**src/rtl/reg_file_pkg.sv**
```systemverilog
// Shared core definitions for the integer register file: architectural
// sizes, the hardwired-zero register index and common data/address types.
package reg_file_pkg;

  localparam int XLEN       = 32;
  localparam int NREGS      = 32;
  localparam int REG_ADDR_W = 5;

  localparam logic [REG_ADDR_W-1:0] REG_ZERO = 5'd0;

  typedef logic [REG_ADDR_W-1:0] reg_addr_t;
  typedef logic [XLEN-1:0]       xlen_t;

endpackage

```
**src/rtl/reg_file.sv**
```systemverilog
// RISC-V integer register file: x1..x31 hold state, x0 always reads zero.
// Two combinational read ports and one write port that updates on the rising
// clock edge. Reads see the old value until the writing edge (no bypass).
module reg_file #(
  parameter int XLEN   = 32,
  parameter int NREGS  = 32,
  parameter int ADDR_W = 5
) (
  input  logic              clk,
  input  logic              rst_n,
  input  logic              regfile_wren,
  input  logic [ADDR_W-1:0] read_addr1,
  input  logic [ADDR_W-1:0] read_addr2,
  input  logic [ADDR_W-1:0] write_addr3,
  input  logic [XLEN-1:0]   regfile_data_in3,
  output logic [XLEN-1:0]   regfile_data_out1,
  output logic [XLEN-1:0]   regfile_data_out2
);

  import reg_file_pkg::*;

  // x0 has no storage; the array starts at index 1.
  logic [XLEN-1:0] regs_q [NREGS-1:1];
  logic            wr_en_d;

  assign wr_en_d = regfile_wren && (write_addr3 != REG_ZERO);

  // Storage: cleared asynchronously on reset, written on the rising edge.
  always_ff @(posedge clk or negedge rst_n) begin
    if (!rst_n) begin
      for (int i = 1; i < NREGS; i++) begin
        regs_q[i] <= '0;
      end
    end else if (wr_en_d) begin
      regs_q[write_addr3] <= regfile_data_in3;
    end
  end

  // Read port 1: combinational mux with x0 forced to zero.
  always_comb begin
    regfile_data_out1 = '0;
    if (read_addr1 != REG_ZERO) begin
      regfile_data_out1 = regs_q[read_addr1];
    end
  end

  // Read port 2: combinational mux with x0 forced to zero.
  always_comb begin
    regfile_data_out2 = '0;
    if (read_addr2 != REG_ZERO) begin
      regfile_data_out2 = regs_q[read_addr2];
    end
  end

endmodule

```
**config.mk**
```make
export PLATFORM = sky130hd
export DESIGN_NAME = reg_file
export DESIGN_NICKNAME = d
export VERILOG_FILES = /design/src/rtl/reg_file_pkg.sv /design/src/rtl/reg_file.sv
export SDC_FILE = /design/constraint.sdc
export NUM_CORES = 2
export LEC_CHECK = 0
export CORE_ASPECT_RATIO = 1.5
export CORE_MARGIN = 2
export CORE_UTILIZATION = 35
export DETAILED_ROUTE_END_ITERATION = 10
export REMOVE_ABC_BUFFERS = 1
export SYNTH_ARGS = -nofsm -noshare
export SYNTH_HDL_FRONTEND = slang
export SYNTH_SLANG_ARGS = --single-unit
```
**constraint.sdc**
```tcl
create_clock -name clk -period 5 [get_ports clk]
set_input_delay 0.75 -clock clk [delete_from_list [all_inputs] [get_ports clk]]
set_output_delay 0.75 -clock clk [all_outputs]
set_load 0.02 [all_outputs]
```
## Word-level counts from Yosys, hierarchy flattened

Index checks and enable logic that the tools add are counted.

- $lt $le $gt $ge: 4
- Multiplexer cells: 9
- Reduce and logical (&&, ||, !) cells: 5

Operator list:

| cell | number |
|---|---|
| $bwmux W992 | 1 |
| $bmux W32 S5 | 2 |
| $demux W32 S5 | 1 |
| $mux W32 | 5 |
| $lt A5 B6 Y1 const B | 3 |
| $reduce_bool A5 Y1 | 3 |
| $ge A5 B1 Y1 const B | 1 |
| $logic_and A1 B1 Y1 | 2 |

- Flip-flop bits (word level): 992
- Input bits: 50
- Output and inout port bits: 64
- Word-level logic and storage cells: 49

## Logic depth before layout (Yosys ltp)

- Word-level depth: 5
- Mapped depth: 9
- Gate-level depth less buffers: 4

## Worst setup path after synthesis

Ideal clock, no wire load.

- Path kind: in2out
- Start point: input port read_addr2[1]
- End point: output port regfile_data_out2[0]
- Data arrival time: 2449 ps
- Required time: 4250 ps
- Slack: 1801 ps
- Stages on the path: 8
- Buffers on the path: 4
- Cell sequence: buf_4 > buf_6 > or2_1 > buf_6 > buf_4 > o22ai_1 > nor3_1 > nor4_1

- Word-level cells in the longest chain between the ends: 3
- Elaborated cells between the ends (all ways): 4
- Those cells by class: 3 x mux; 1 x reduce/logical

RTL lines:

| what | line | text |
|---|---|---|
| from (decl) | reg_file.sv:13 | `input logic [ADDR_W-1:0] read_addr2,` |
| $bmux W32 S5 | reg_file.sv:51 | `regfile_data_out2 = regs_q[read_addr2];` |
| $mux W32 (implied by the code) | reg_file.sv:51 |  |
| $mux W32 * | reg_file.sv:50 | `if (read_addr2 != REG_ZERO) begin` |
| to (decl) | reg_file.sv:17 | `output logic [XLEN-1:0] regfile_data_out2` |

Every way passes the cells marked *; elsewhere a longest branch is shown, timed or not. The select of a mux whose other input is x is not followed.

## Worst setup path after layout

- Start point: input port read_addr1[4]
- End point: output port regfile_data_out1[11]

- Word-level cells in the longest chain between the ends: 3
- Elaborated cells between the ends (all ways): 4
- Those cells by class: 3 x mux; 1 x reduce/logical

RTL lines:

| what | line | text |
|---|---|---|
| from (decl) | reg_file.sv:12 | `input logic [ADDR_W-1:0] read_addr1,` |
| $bmux W32 S5 | reg_file.sv:43 | `regfile_data_out1 = regs_q[read_addr1];` |
| $mux W32 (implied by the code) | reg_file.sv:43 |  |
| $mux W32 * | reg_file.sv:42 | `if (read_addr1 != REG_ZERO) begin` |
| to (decl) | reg_file.sv:16 | `output logic [XLEN-1:0] regfile_data_out1,` |

Marks and branches as above.

==> impl_metrics.tcl <==
set metrics [dict create \
    syn-cell-area_sq_um 53700 \
    period_minus_slack_ns 4.37 \
    drc 0 \
    via_count 35900 \
    die_h_microns 484 \
    synth_area_leaders "dfrtp_1 46%, mux2_2 22%, mux2i_1 12%" \
    p_seq_share_pct 46.5 \
    p_sw_mw 6.57 \
    fp.dieW_microns 324 \
    slew-limit-headroom_pct 21.8 \
    rsz0062_at_grt "false" \
    drv_slew 0 \
    p_comb_share_pct 21.2 \
    synth_top_area_share_pct 46.2 \
    cts-htree-levels 3 \
    grt_max_degree 134 \
    fin_worst_hold_slack_ns 0.0785 \
    power_mw 23.2 \
    track_usage_pct 21.8 \
    dieArea_sq_um 157000 \
    finalHoldViolations 0 \
    synth_flop_cell "dfrtp_1" \
    cp_data_required_time_ns 4.25 \
    syn_avg_cell_area_sq_um 13.2 \
    cts_tree "built" \
    syn-instance-count 4053 \
    cts_buffers 93 \
    power_per_cell_area_nw_per_um2 383 \
    clock_path_buffers 3 \
    cts.sinks 992 \
    hold_path.class "in2async" \
    synth_seq_area_share_pct 46.2 \
    yosys_warnings 0 \
    largest_reg_flops 992 \
    dp_hpwl_microns 112000 \
    grt_pass1_wl_microns 253000 \
    io_buffers 113 \
    critical_path_class "in2out" \
    synth_edf_count 0 \
    cts.clk_slew.worst_paths_ns 0.06 \
    drive_gt1_share_pct 38.6 \
    ioPinCount 114 \
    finalSetupTns_ns 0 \
    clkLatencyLatePin_ns 0.69 \
    initial_utilization_pct 35.1 \
    fmax_mhz 229 \
    grt-ovfl-total 0 \
    finalCritPeriodShare_pct 87.4 \
    first_pass_iters 5 \
    avgViaCountPerCell 5.88 \
    drt_iter0_drc 2489 \
    setup_viol 0 \
    antenna_found_initial 12 \
    critPathLaunchType "input pin" \
    clkPwrFrac_pct 32.3 \
    largestRegisters "regs_q: 992 flops" \
    power.internal_mw 16.6 \
    status "finished clean" \
    clock-root-buffer "clkbuf_16" \
    skew_ns 0 \
    top_register "regs_q" \
    yosysTopAreaCell "dfrtp_1" \
    post_cts_buffers 0 \
    cts-resized-gates 0 \
    final_cell_area_sq_um 60500 \
    vdd_drop_max_uv 254 \
    worstMarginPinSlew_ns 1.17 \
    fin_nets 4041 \
    drv_cap 0 \
    areaGrowthSynthToFinish_pct 12.6 \
    worst_setup_path_end_kind "output pin" \
    ys_types 40 \
    place_congestion 0.831 \
    wl_per_cell_microns 28.1 \
    drt_wl_total_microns 172000 \
    ys_seq_elements 992 \
    final_util_pct 39.6 \
    ant_nets 0 \
    p_sw_share_pct 28.4 \
    rows 176 \
    async_reset_ff_share_pct 100 \
    arrival_ns 3.62 \
    grt_pass1_vias 37700 \
    core_sq_um 153000 \
    dpl_cell_area_sq_um 57300 \
    hold_buffers 0 \
    cellLeakagePower_nw 26.5 \
    critPathMaxFanout 15 \
]
## placed cells by master (no fill, tap or decap), types with 4 or more instances in the layout
cell | netlist | routed
nand2_2 | 1 | 17
o22ai_1 | 256 | 256
clkdlybuf4s50_1 | 0 | 106
nor3_1 | 161 | 161
a22o_1 | 31 | 31
a211oi_1 | 29 | 29
clkinvlp_4 | 0 | 4
nor2_4 | 0 | 16
nor2b_1 | 37 | 33
clkbuf_1 | 177 | 16
mux2i_1 | 641 | 641
nor4_2 | 30 | 30
clkinv_2 | 0 | 14
buf_4 | 76 | 97
nor2b_4 | 0 | 4
mux2_1 | 18 | 18
a221o_1 | 63 | 63
clkbuf_16 | 0 | 95
a21oi_1 | 32 | 32
nand2b_2 | 0 | 4
nor3b_1 | 4 | 4
buf_12 | 3 | 61
a22oi_1 | 63 | 63
mux4_2 | 129 | 129
a31oi_1 | 31 | 31
clkbuf_8 | 0 | 19
or2_2 | 5 | 4
dfrtp_1 | 992 | 992
buf_8 | 2 | 4
nand2b_4 | 0 | 4
mux2_2 | 1038 | 1038
bufinv_16 | 0 | 10
## per-stage QoR
step | setup WS, ns | instances
after detailed placement | 0.687 | 5943
final | 0.630 | 6107
after floorplan | 1.38 | 3627
after CTS | 0.661 | 6105
after global placement | 0.688 | 5943
after global routing | 0.538 | 6106
## layout make-up
cell class              count  area (sq um)
fillers                 14500         92400
diodes                      2          5.00
flip-flops and latches    992         24800
clock inverters            32           435
well taps                2047          2560
clock buffers             130          2700
repair buffers            269          3080
multi-input cells        2635         26800
## logic make-up after synthesis
| kind of cell | share of synthesized area [%] |
|---|---|
| muxes | 39.5 |
| and+or+nand+nor | 3.34 |
| DFF | 46.2 |
| AOI/OAI and AO/OA | 6.70 |
| buffers and inverters | 4.20 |
## critical path, cell delays in order
cell             delay (ns)
clkdlybuf4s50_1        0.67
and3b_2                0.43
buf_4                  0.29
a22oi_1                0.22
a31oi_1                0.18
nor3_1                 0.37
clkdlybuf4s50_1        0.68
## power groups by stage
stage	clock network [mW]	registers, mW	logic, mW
CTS	7.65	10.7	4.94
global route	7.96	11.0	5.29
detailed placement	0	10.9	4.92
global placement	0	10.8	4.83
finish	7.49	10.8	4.91
floorplan	0	10.5	3.35
## Yosys cell counts, drive strengths merged, types with 6 or more instances
library cell / instances
nor3: 161
buf: 249
dfrtp: 992
or2: 6
nand2b: 8
nor2b: 37
mux2: 1056
a221o: 63
a31oi: 31
nor4: 32
mux2i: 641
a22oi: 63
a211oi: 32
a21oi: 32
nand2: 22
nor2: 19
o22ai: 256
a22o: 31
mux4: 129
clkbuf: 177
## final timing paths
path,endpoint,slack (ns),cells after the start,from
min,regs_q[536]$_DFFE_PN0P_,0.08,1,rst_n
max reg2reg,regs_q[71]$_DFFE_PN0P_,4.18,1,regs_q[71]$_DFFE_PN0P_
min in group clk,regs_q[381]$_DFFE_PN0P_,0.51,1,regs_q[381]$_DFFE_PN0P_
max,regfile_data_out1[11],0.63,7,read_addr1[4]
min reg2reg,regs_q[381]$_DFFE_PN0P_,0.51,1,regs_q[381]$_DFFE_PN0P_
max in group asynchronous,regs_q[462]$_DFFE_PN0P_,3.60,2,rst_n
## per-layer routing
metal	track usage, %	up-vias	wire (microns)	part of all wire, %
li1	-	15300	-	-
met5	0	-	68	0.040
met2	38.5	1068	88500	51
met4	9.31	12	7780	4.5
met3	2.97	380	7700	4.5
met1	26.2	19100	67900	39
No activity file was read; power rests on OpenSTA's default activity.
